[src/rtl/qpsk_mod_stream.sv]
// Streaming QPSK modulator: maps 2-bit symbols onto a supplied cos/sin LO for SPS samples each.
// Define QPSK_MOD_OFFSET_EN to build offset-QPSK (Q bit delayed by SPS/2 samples).
module qpsk_mod_stream #(
  parameter int W   = 9,
  parameter int SPS = 8
) (
  input  logic                clk,
  input  logic                rst,
  input  logic signed [W-1:0] lo_cos,
  input  logic signed [W-1:0] lo_sin,
  input  logic                in_valid,
  output logic                in_ready,
  input  logic [1:0]          in_bits,
  output logic signed [W:0]   out_sample,
  output logic                out_valid,
  output logic                underrun
);

  localparam int CW = $clog2(SPS);
  localparam logic [CW-1:0] LAST = CW'(SPS - 1);
  localparam logic [CW-1:0] HALF = CW'(SPS / 2 - 1);
  localparam logic signed [W:0] SAT_MAX = {1'b0, {W{1'b1}}};

  typedef enum logic {IDLE, RUN} state_t;

  state_t          state, state_nxt;
  logic            hold_full;
  logic [1:0]      hold_bits;
  logic            cur_i, cur_q, q_used;
  logic [CW-1:0]   cnt;
  logic            last, xfer;
  logic            load_hold, load_in, underrun_nxt;

  // Handshake: a symbol transfers on a rising edge with in_valid && in_ready;
  // in_ready depends only on the holding register, never on in_valid.
  assign in_ready = ~hold_full;
  assign xfer     = in_valid & in_ready;
  assign last     = (cnt == LAST);

  always_ff @(posedge clk) begin
    if (rst) state <= IDLE;
    else     state <= state_nxt;
  end

  always_comb begin
    state_nxt    = state;
    load_hold    = 1'b0;
    load_in      = 1'b0;
    underrun_nxt = 1'b0;
    case (state)
      IDLE: begin
        if (hold_full) begin
          load_hold = 1'b1;
          state_nxt = RUN;
        end
      end
      RUN: begin
        if (last) begin
          // A symbol arriving on the final sample edge bypasses the holding register.
          if (hold_full)  load_hold = 1'b1;
          else if (xfer)  load_in   = 1'b1;
          else begin
            state_nxt    = IDLE;
            underrun_nxt = 1'b1;
          end
        end
      end
      default: state_nxt = IDLE;
    endcase
  end

  always_ff @(posedge clk) begin
    if (rst) begin
      hold_full <= 1'b0;
      hold_bits <= 2'b00;
      cur_i     <= 1'b0;
      cur_q     <= 1'b0;
      cnt       <= '0;
      underrun  <= 1'b0;
    end else begin
      if (xfer && !load_in) begin
        hold_full <= 1'b1;
        hold_bits <= in_bits;
      end else if (load_hold) begin
        hold_full <= 1'b0;
      end
      if (load_hold) begin
        cur_i <= hold_bits[1];
        cur_q <= hold_bits[0];
      end else if (load_in) begin
        cur_i <= in_bits[1];
        cur_q <= in_bits[0];
      end
      if (state == RUN) cnt <= last ? '0 : cnt + 1'b1;
      else              cnt <= '0;
      underrun <= underrun_nxt;
    end
  end

`ifdef QPSK_MOD_OFFSET_EN
  logic q_eff;

  // Q switches after the first half of the symbol has been emitted.
  always_ff @(posedge clk) begin
    if (rst)                               q_eff <= 1'b0;
    else if (state == RUN && cnt == HALF)  q_eff <= cur_q;
  end
  assign q_used = q_eff;
`else
  assign q_used = cur_q;
`endif

  logic signed [W:0]   cos_x, sin_x, i_term, q_term, mod_sample;
  logic signed [W+1:0] sum;

  assign cos_x  = {lo_cos[W-1], lo_cos};
  assign sin_x  = {lo_sin[W-1], lo_sin};
  assign i_term = cur_i  ? cos_x : -cos_x;
  assign q_term = q_used ? sin_x : -sin_x;
  assign sum    = {i_term[W], i_term} + {q_term[W], q_term};
  // Only +2^W can overflow W+1 bits; the negative extreme is representable.
  assign mod_sample = (sum[W+1:W] == 2'b01) ? SAT_MAX : $signed(sum[W:0]);

  always_ff @(posedge clk) begin
    if (rst || state != RUN) begin
      out_sample <= '0;
      out_valid  <= 1'b0;
    end else begin
      out_sample <= mod_sample;
      out_valid  <= 1'b1;
    end
  end

endmodule

[config.mk]
export PLATFORM = sky130hd
export DESIGN_NAME = qpsk_mod_stream
export DESIGN_NICKNAME = d
export VERILOG_FILES = /design/src/rtl/qpsk_mod_stream.sv
export SDC_FILE = /design/constraint.sdc
export NUM_CORES = 1
export LEC_CHECK = 0
export ABC_CLOCK_PERIOD_IN_PS = 7600
export CELL_PAD_IN_SITES_DETAIL_PLACEMENT = 0
export CELL_PAD_IN_SITES_GLOBAL_PLACEMENT = 2
export CORE_MARGIN = 1
export CORE_UTILIZATION = 31
export DETAILED_ROUTE_END_ITERATION = 10
export PLACE_DENSITY_LB_ADDON = 0.05
export SETUP_SLACK_MARGIN = 0.4
export SYNTH_ARGS = -nofsm -noshare
export SYNTH_HDL_FRONTEND = slang
export SYNTH_SLANG_ARGS = --single-unit
[constraint.sdc]
create_clock -name clk -period 7.6 [get_ports clk]
set_input_delay 0.76 -clock clk [delete_from_list [all_inputs] [get_ports clk]]
set_output_delay 0.76 -clock clk [all_outputs]
set_load 0.005 [all_outputs]
==> summary.txt, run 1 <==
Status = completed
Final cell count without fillers = 266
Number of unique standard cell types used by synthesis = 36
Hold violation count in the final report = 0
Total I/O pin count = 36
R2R Setup Slk = 4.93 ns
Cell count after synthesis = 178
Area Growth Syn to Fin = 29.9%
Type of element capturing the critical path = flop
Largest net degree at the start of global routing = 13
First DRT Iteration DRCs = 46
Net count reported at finish = 253
Clock Sink Count = 21
Setup fix buffers added after clock tree synthesis = 0
Switching Power = 0.000130 W
Arrival @ worst endpoint = 3.72 ns
Dpl cells = 262
CTS clock-pin slew for the worst setup and hold paths = 0.08 ns
Mean number of vias per cell = 4.97
Width of the chip = 71.7 um
Die outline area = 5130 um2
CP startpoint kind = input port
Sequential share of power = 33.6%
Cell Pwr Density = 188 nW/um2
Post-Route Hold Slack = 0.438 ns
Maximum fanout along the worst path = 9
Final core utilization = 43.4%
Worst slew pin tran = 0.469 ns
Unrepaired setup endpoints after global routing = no
Number of CTS-inserted buffers = 3
Residual DRC = 0
Top cell types by occurrence after synthesis = sky130_fd_sc_hd__dfxtp_1 (21), sky130_fd_sc_hd__nor2_1 (18), sky130_fd_sc_hd__ha_1 (14), sky130_fd_sc_hd__inv_1 (14), sky130_fd_sc_hd__xor2_1 (14)
Proportion of register bits with asynchronous set or reset after synthesis = 0%
Post-synth top area cell = sky130_fd_sc_hd__dfxtp_1
Max-Slew Margin vs Limit = 68.4%
Part of the Yosys area used for sequential elements = 28.0%
Total inserted antenna cells = 0
Max Freq = 0.284 GHz
Mean routed wirelength per cell = 11.8 um
Net Sw Frac = 35.4%
Worst Skew = 0.00802 ns
Number of antenna violations at the first check in global routing = 0
Post-route fraction of the period consumed by the critical path = 46.3%
Synth area leaders = sky130_fd_sc_hd__dfxtp_1 (28%), sky130_fd_sc_hd__ha_1 (12%), sky130_fd_sc_hd__xor2_1 (8.2%)
VDD IR-drop max = 0.0000730 V
Fin. max-slew vios = 0
Maximum clock insertion buffer count = 2
Final cell area excluding filler cells = 1950 um2
Buffers on Ports = 35
Number of iterations in the first detailed-routing pass = 4
Area of the mapped netlist = 1500 um2
Clock power share = 19.8%
Cell area after placement = 1910 um2
Share of Yosys cell area claimed by the top area cell type = 28.0%
Dominant synthesized flop cell = sky130_fd_sc_hd__dfxtp_1
Global-route wire length before repair = 5340 um
Wire length after detailed routing = 3130 um
Die height = 71.7 um
Area of the placeable core = 4500 um2
Average size of a mapped cell = 8.45 um2
Internal power = 0.000237 W
H-Tree Depth = 1
Total global-route track usage = 13.1%
Layout cell share with drive strength beyond 1 = 5.61%
CP Data Required Time = 7.80 ns
Number of enable flip-flop cells after synthesis = 0
Post-CTS Hold Buffers = 0
Post-synth net total = 216
Final critical path time including I/O delays and setup = 3.52 ns
Setup TNS after final layout = 0 ns
Post-cts repair resize count = 0
Detailed Place HPWL = 2690 um
Aggregate global routing overflow = 0
Number of max-cap violations = 0
Class of the most critical hold timing path = reg2reg
Critical path start-end classification = in2reg
Number of warnings reported in the yosys synthesis log = 0
Vias in the first global route = 1192
Flops & latches, synth = 21
Number of cell rows = 24
Setup violators final = 0
Routed Antenna Nets = 0
Number of vias after detailed routing = 1322
Standby leakage power = 0.811 nW
Combinational group share of total power = 46.6%
Root Buffer Master = sky130_fd_sc_hd__clkbuf_8
Most frequent cell after synthesis = sky130_fd_sc_hd__dfxtp_1
TritonCTS clock tree = built
Effective utilization at floorplan = 33.4%
Weighted congestion reported at the end of routability-driven placement = 0.751
Insertion delay of the later-clocked pin in the worst-skew pair = 0.26 ns
-- flip-flops by register name (all words and copies together) (netlist names) --
| signal | count |
|---|---|
| out_sample | 10 |
| cnt | 3 |
| hold_bits | 2 |
| cur_i | 1 |
| cur_q | 1 |
| hold_full | 1 |
| out_valid | 1 |
| state | 1 |
| underrun | 1 |
-- final timing paths --
check,end,start,cells past startpoint
setup / recovery,out_sample[2],lo_cos[1],14
hold reg to reg,cnt[0],cnt[0],1
hold / removal,cnt[0],cnt[0],1
setup reg to reg,out_sample[2],cur_i,8
-- metrics by stage --
step / setup slack (ns) / power, W
after floorplan: 4.62 / 0.000248
after global placement: 3.90 / 0.000298
after detailed placement: 3.85 / 0.000297
after CTS: 4.10 / 0.000370
after global routing: 3.74 / 0.000397
final: 4.08 / 0.000367
-- final cells by class --
| cell class | count | area [um2] |
|---|---|---|
| Clock buffer | 3 | 41.3 |
| Multi-Input combinational cell | 140 | 1020 |
| Inverter | 14 | 52.6 |
| Tap cell | 52 | 65.1 |
| Timing Repair Buffer | 35 | 350 |
| Sequential cell | 21 | 420 |
| Clock inverter | 1 | 5.00 |
| Fill cell | 457 | 2550 |
-- power by group through the flow --
stage               combinational (W)  sequential (W)  clock [W]
detailed placement           0.000171        0.000126          0
finish                       0.000171        0.000123  0.0000729
floorplan                    0.000124        0.000124          0
CTS                          0.000172        0.000124  0.0000741
global route                 0.000194        0.000125  0.0000787
global placement             0.000172        0.000126          0
-- per-layer routing --
metal  wire [um]  vias up  GRT usage (%)
met4          29        0           3.27
li1            -      704              -
met1        1680      585           18.6
met3         123        4           1.97
met5           0        -              0
met2        1310       29           20.8
-- critical path: stages --
cell and delay [ns]:
sky130_fd_sc_hd__clkdlybuf4s50_1 0.44, sky130_fd_sc_hd__inv_1 0.09, sky130_fd_sc_hd__ha_1 0.20, sky130_fd_sc_hd__nand2_1 0.07
sky130_fd_sc_hd__nor3_1 0.20, sky130_fd_sc_hd__nor2_1 0.08, sky130_fd_sc_hd__xor2_1 0.16, sky130_fd_sc_hd__ha_1 0.37
sky130_fd_sc_hd__a21oi_1 0.21, sky130_fd_sc_hd__nor2_1 0.06, sky130_fd_sc_hd__a211oi_1 0.35, sky130_fd_sc_hd__o311ai_1 0.19
sky130_fd_sc_hd__o2bb2ai_2 0.34, sky130_fd_sc_hd__o21a_1 0.19
-- logic make-up after synthesis --
group / synth area share (%)
AOI/OAI and AO/OA: 20.4
xor gates and xnor gates: 12.2
adders and majority gates: 13.0
buffers and inverters: 4.24
DFF: 28.0
muxes: 2.83
and+or+nand+nor: 19.4
-- cells in the final DEF, fill, tap and decap left out, types with 2 or more instances in the layout --
cell type,n
sky130_fd_sc_hd__a211oi_1,4
sky130_fd_sc_hd__a21o_1,4
sky130_fd_sc_hd__a21oi_1,10
sky130_fd_sc_hd__and3_1,2
sky130_fd_sc_hd__clkbuf_8,3
sky130_fd_sc_hd__clkdlybuf4s50_1,35
sky130_fd_sc_hd__dfxtp_1,21
sky130_fd_sc_hd__ha_1,14
sky130_fd_sc_hd__inv_1,14
sky130_fd_sc_hd__mux2_2,2
sky130_fd_sc_hd__mux2i_1,2
sky130_fd_sc_hd__nand2_1,10
sky130_fd_sc_hd__nand2b_1,3
sky130_fd_sc_hd__nand3_1,6
sky130_fd_sc_hd__nor2_1,18
sky130_fd_sc_hd__nor3_1,11
sky130_fd_sc_hd__nor4_1,3
sky130_fd_sc_hd__o21a_1,10
sky130_fd_sc_hd__o21ai_0,4
sky130_fd_sc_hd__xnor2_1,7
sky130_fd_sc_hd__xor2_1,14
Note: power is estimated with default switching activity, not from simulation.
==> inputs of run 2 (changes only) <==
--- a/config.mk
+++ b/config.mk
@@ -5,11 +5,11 @@
 export SDC_FILE = /design/constraint.sdc
 export NUM_CORES = 1
 export LEC_CHECK = 0
-export ABC_CLOCK_PERIOD_IN_PS = 7600
+export ABC_CLOCK_PERIOD_IN_PS = 3400
 export CELL_PAD_IN_SITES_DETAIL_PLACEMENT = 0
 export CELL_PAD_IN_SITES_GLOBAL_PLACEMENT = 2
 export CORE_MARGIN = 1
-export CORE_UTILIZATION = 31
+export CORE_UTILIZATION = 29
 export DETAILED_ROUTE_END_ITERATION = 10
 export PLACE_DENSITY_LB_ADDON = 0.05
 export SETUP_SLACK_MARGIN = 0.4
==> constraint.sdc (replaced) <==
create_clock -name clk -period 3.4 [get_ports clk]
set_input_delay 0.34 -clock clk [delete_from_list [all_inputs] [get_ports clk]]
set_output_delay 0.34 -clock clk [all_outputs]
set_load 0.005 [all_outputs]
==> run 2 against run 1 <==
Global-route usage rose by 1.4 points. Critical path type unchanged. Hold slack improved by 0.013 ns. Non-clock buffer count rose by 7. Sequential share of layout area is 1.6 points lower. Critical endpoint is now out_sample[7]. Largest power group unchanged. Flip-flop and latch count is the same.
==> summary.txt, run 2 (same netlist as run 1, synthesis figures left out) <==
Status = completed (unchanged)
Area Growth Syn to Fin = 40.3% (was 29.9%)
Residual DRC = 0 (unchanged)
Cell Pwr Density = 422 nW/um2 (was 188 nW/um2)
Number of iterations in the first detailed-routing pass = 4 (unchanged)
Net count reported at finish = 260 (was 253)
Total I/O pin count = 36 (unchanged)
Type of element capturing the critical path = flop (unchanged)
Met1 capacity usage during global routing = 21.1% (was 18.6%)
H-Tree Depth = 1 (unchanged)
Layout cell share with drive strength beyond 1 = 14.0% (was 5.61%)
Max-Slew Margin vs Limit = 71.3% (was 68.4%)
Number of cell rows = 25 (was 24)
Hold violation count in the final report = 0 (unchanged)
Arrival @ worst endpoint = 3.00 ns (was 3.72 ns)
Area of the placeable core = 4850 um2 (was 4500 um2)
Maximum fanout along the worst path = 9 (unchanged)
Buffers on Ports = 35 (unchanged)
Clock Sink Count = 21 (unchanged)
Power consumption = 0.000891 W (was 0.000367 W)
Post-CTS Hold Buffers = 0 (unchanged)
Width of the chip = 74.0 um (was 71.7 um)
Number of max-cap violations = 0 (unchanged)
Detailed Place HPWL = 2890 um (was 2690 um)
Effective utilization at floorplan = 31.0% (was 33.4%)
Met3 Track Usage GR = 2.71% (was 1.97%)
Die height = 74.0 um (was 71.7 um)
Wire length after detailed routing = 3700 um (was 3130 um)
Mean number of vias per cell = 4.75 (was 4.97)
Maximum clock insertion buffer count = 2 (unchanged)
Standby leakage power = 0.880 nW (was 0.811 nW)
Aggregate global routing overflow = 0 (unchanged)
Weighted congestion reported at the end of routability-driven placement = 0.791 (was 0.751)
Number of flip-flops in the largest register = 10 (unchanged)
Largest net degree at the start of global routing = 14 (was 13)
Total global-route track usage = 14.5% (was 13.1%)
Setup violators final = 0 (unchanged)
Die outline area = 5480 um2 (was 5130 um2)
First DRT Iteration DRCs = 34 (was 46)
Number of CTS-inserted buffers = 3 (unchanged)
Number of vias after detailed routing = 1369 (was 1322)
CTS clock-pin slew for the worst setup and hold paths = 0.08 ns (about the same)
Most common cell after layout, fill and taps aside = sky130_fd_sc_hd__clkdlybuf4s50_1 (unchanged)
Reg2Reg Depth = 9 (was 8)
WHS Path Cells = 1 (unchanged)
Critical path start-end classification = in2reg (unchanged)
Max Freq = 0.352 GHz
Vias in the first global route = 1286 (was 1192)
Setup TNS after final layout = 0 ns (unchanged)
Fin. max-slew vios = 0 (unchanged)
Commonest non-fill, non-tap cells in the layout = sky130_fd_sc_hd__clkdlybuf4s50_1 (32), sky130_fd_sc_hd__dfxtp_1 (21), sky130_fd_sc_hd__nor2_1 (16), sky130_fd_sc_hd__xor2_1 (14), sky130_fd_sc_hd__inv_1 (14) (was sky130_fd_sc_hd__clkdlybuf4s50_1 (35), sky130_fd_sc_hd__dfxtp_1 (21), sky130_fd_sc_hd__nor2_1 (18))
GR peak layer = met2 (unchanged)
Insertion delay of the later-clocked pin in the worst-skew pair = 0.26 ns (about the same)
Global-route wire length before repair = 6010 um (was 5340 um)
Worst Skew = 0.00557 ns (was 0.00802 ns)
Root Buffer Master = sky130_fd_sc_hd__clkbuf_8 (unchanged)
Unrepaired setup endpoints after global routing = no (unchanged)
Total inserted antenna cells = 0 (unchanged)
Largest registers = out_sample: 10 flops, cnt: 3 flops, hold_bits: 2 flops (unchanged)
TritonCTS clock tree = built (unchanged)
Routed Antenna Nets = 0 (unchanged)
VDD IR-drop max = 0.000261 V (was 0.0000730 V)
Number of antenna violations at the first check in global routing = 0 (unchanged)
Mean routed wirelength per cell = 12.8 um (was 11.8 um)
Worst slew pin tran = 0.427 ns (was 0.469 ns)
Post-route fraction of the period consumed by the critical path = 83.6%
CP startpoint kind = input port (unchanged)
Final critical path time including I/O delays and setup = 2.84 ns
Class of the most critical hold timing path = reg2reg (unchanged)
Global routing met2 resource utilization = 21.4% (was 20.8%)
Top reg by flops = out_sample (unchanged)
CP Data Required Time = 3.56 ns (was 7.80 ns)
run 2: worst max-delay path: stages:
cell,delay [ns]
sky130_fd_sc_hd__clkdlybuf4s50_1,0.50
sky130_fd_sc_hd__inv_1,0.07
sky130_fd_sc_hd__ha_1,0.23
sky130_fd_sc_hd__nand2_1,0.08
sky130_fd_sc_hd__nor3_2,0.05
sky130_fd_sc_hd__a21oi_1,0.16
sky130_fd_sc_hd__xor2_1,0.26
sky130_fd_sc_hd__ha_4,0.27
sky130_fd_sc_hd__nand2_1,0.12
sky130_fd_sc_hd__nor2_1,0.07
sky130_fd_sc_hd__a211oi_2,0.21
sky130_fd_sc_hd__o31ai_2,0.14
sky130_fd_sc_hd__o2bb2ai_2,0.13
sky130_fd_sc_hd__buf_4,0.17
sky130_fd_sc_hd__o21a_1,0.18
run 2: final timing paths:
| check | end | slack [ns] | startpoint |
|---|---|---|---|
| setup / recovery | out_sample[7] | 0.56 | lo_cos[0] |
| hold / removal | cnt[0] | 0.45 | cnt[0] |
| setup reg to reg | out_sample[7] | 0.83 | cur_q |
| hold reg to reg | cnt[0] | 0.45 | cnt[0] |
run 2: where the power goes:
part / internal (W) / switching, W / total, W
logic: 0.000222 / 0.000224 / 0.000446
registers: 0.000264 / 0.0000134 / 0.000277
clock network: 0.0000827 / 0.0000851 / 0.000168
total: 0.000569 / 0.000322 / 0.000891
run 2: layer usage:
metal,share of wire [%],wire (um)
met5,0,0
met4,0.76,28
met3,5.4,199
met2,41,1530
met1,52,1940
run 2: cell type report:
cell class | count | area [um2]
fillers | 490 | 2740
multi-input cells | 140 | 1090
flip-flops and latches | 21 | 420
repair buffers | 42 | 410
well taps | 67 | 83.8
inverters | 14 | 52.6
clock buffers | 3 | 41.3
clock inverters | 1 | 7.51
run 2: what timing repair did:
item | in CTS | in global routing
gates resized for setup | 1 | 17
buffers inserted | 1 | 4
endpoints found under the setup margin | 10 | 10
pin swaps | 1 | 9
run 2: metrics by stage:
| stage | worst slack [ns] | hold WS [ns] | cells | utilization [%] | instance area [um2] |
|---|---|---|---|---|---|
| floorplan | 0.843 | 0.408 | 178 | - | 1500 |
| global placement | 0.158 | 0.421 | 279 | 40.1 | 1940 |
| detailed placement | 0.0409 | 0.450 | 279 | 40.1 | 1940 |
| CTS | 0.442 | 0.461 | 284 | 41.3 | 2000 |
| global route | 0.399 | 0.483 | 288 | 43.5 | 2110 |
| finish | 0.557 | 0.450 | 288 | 43.5 | 2110 |
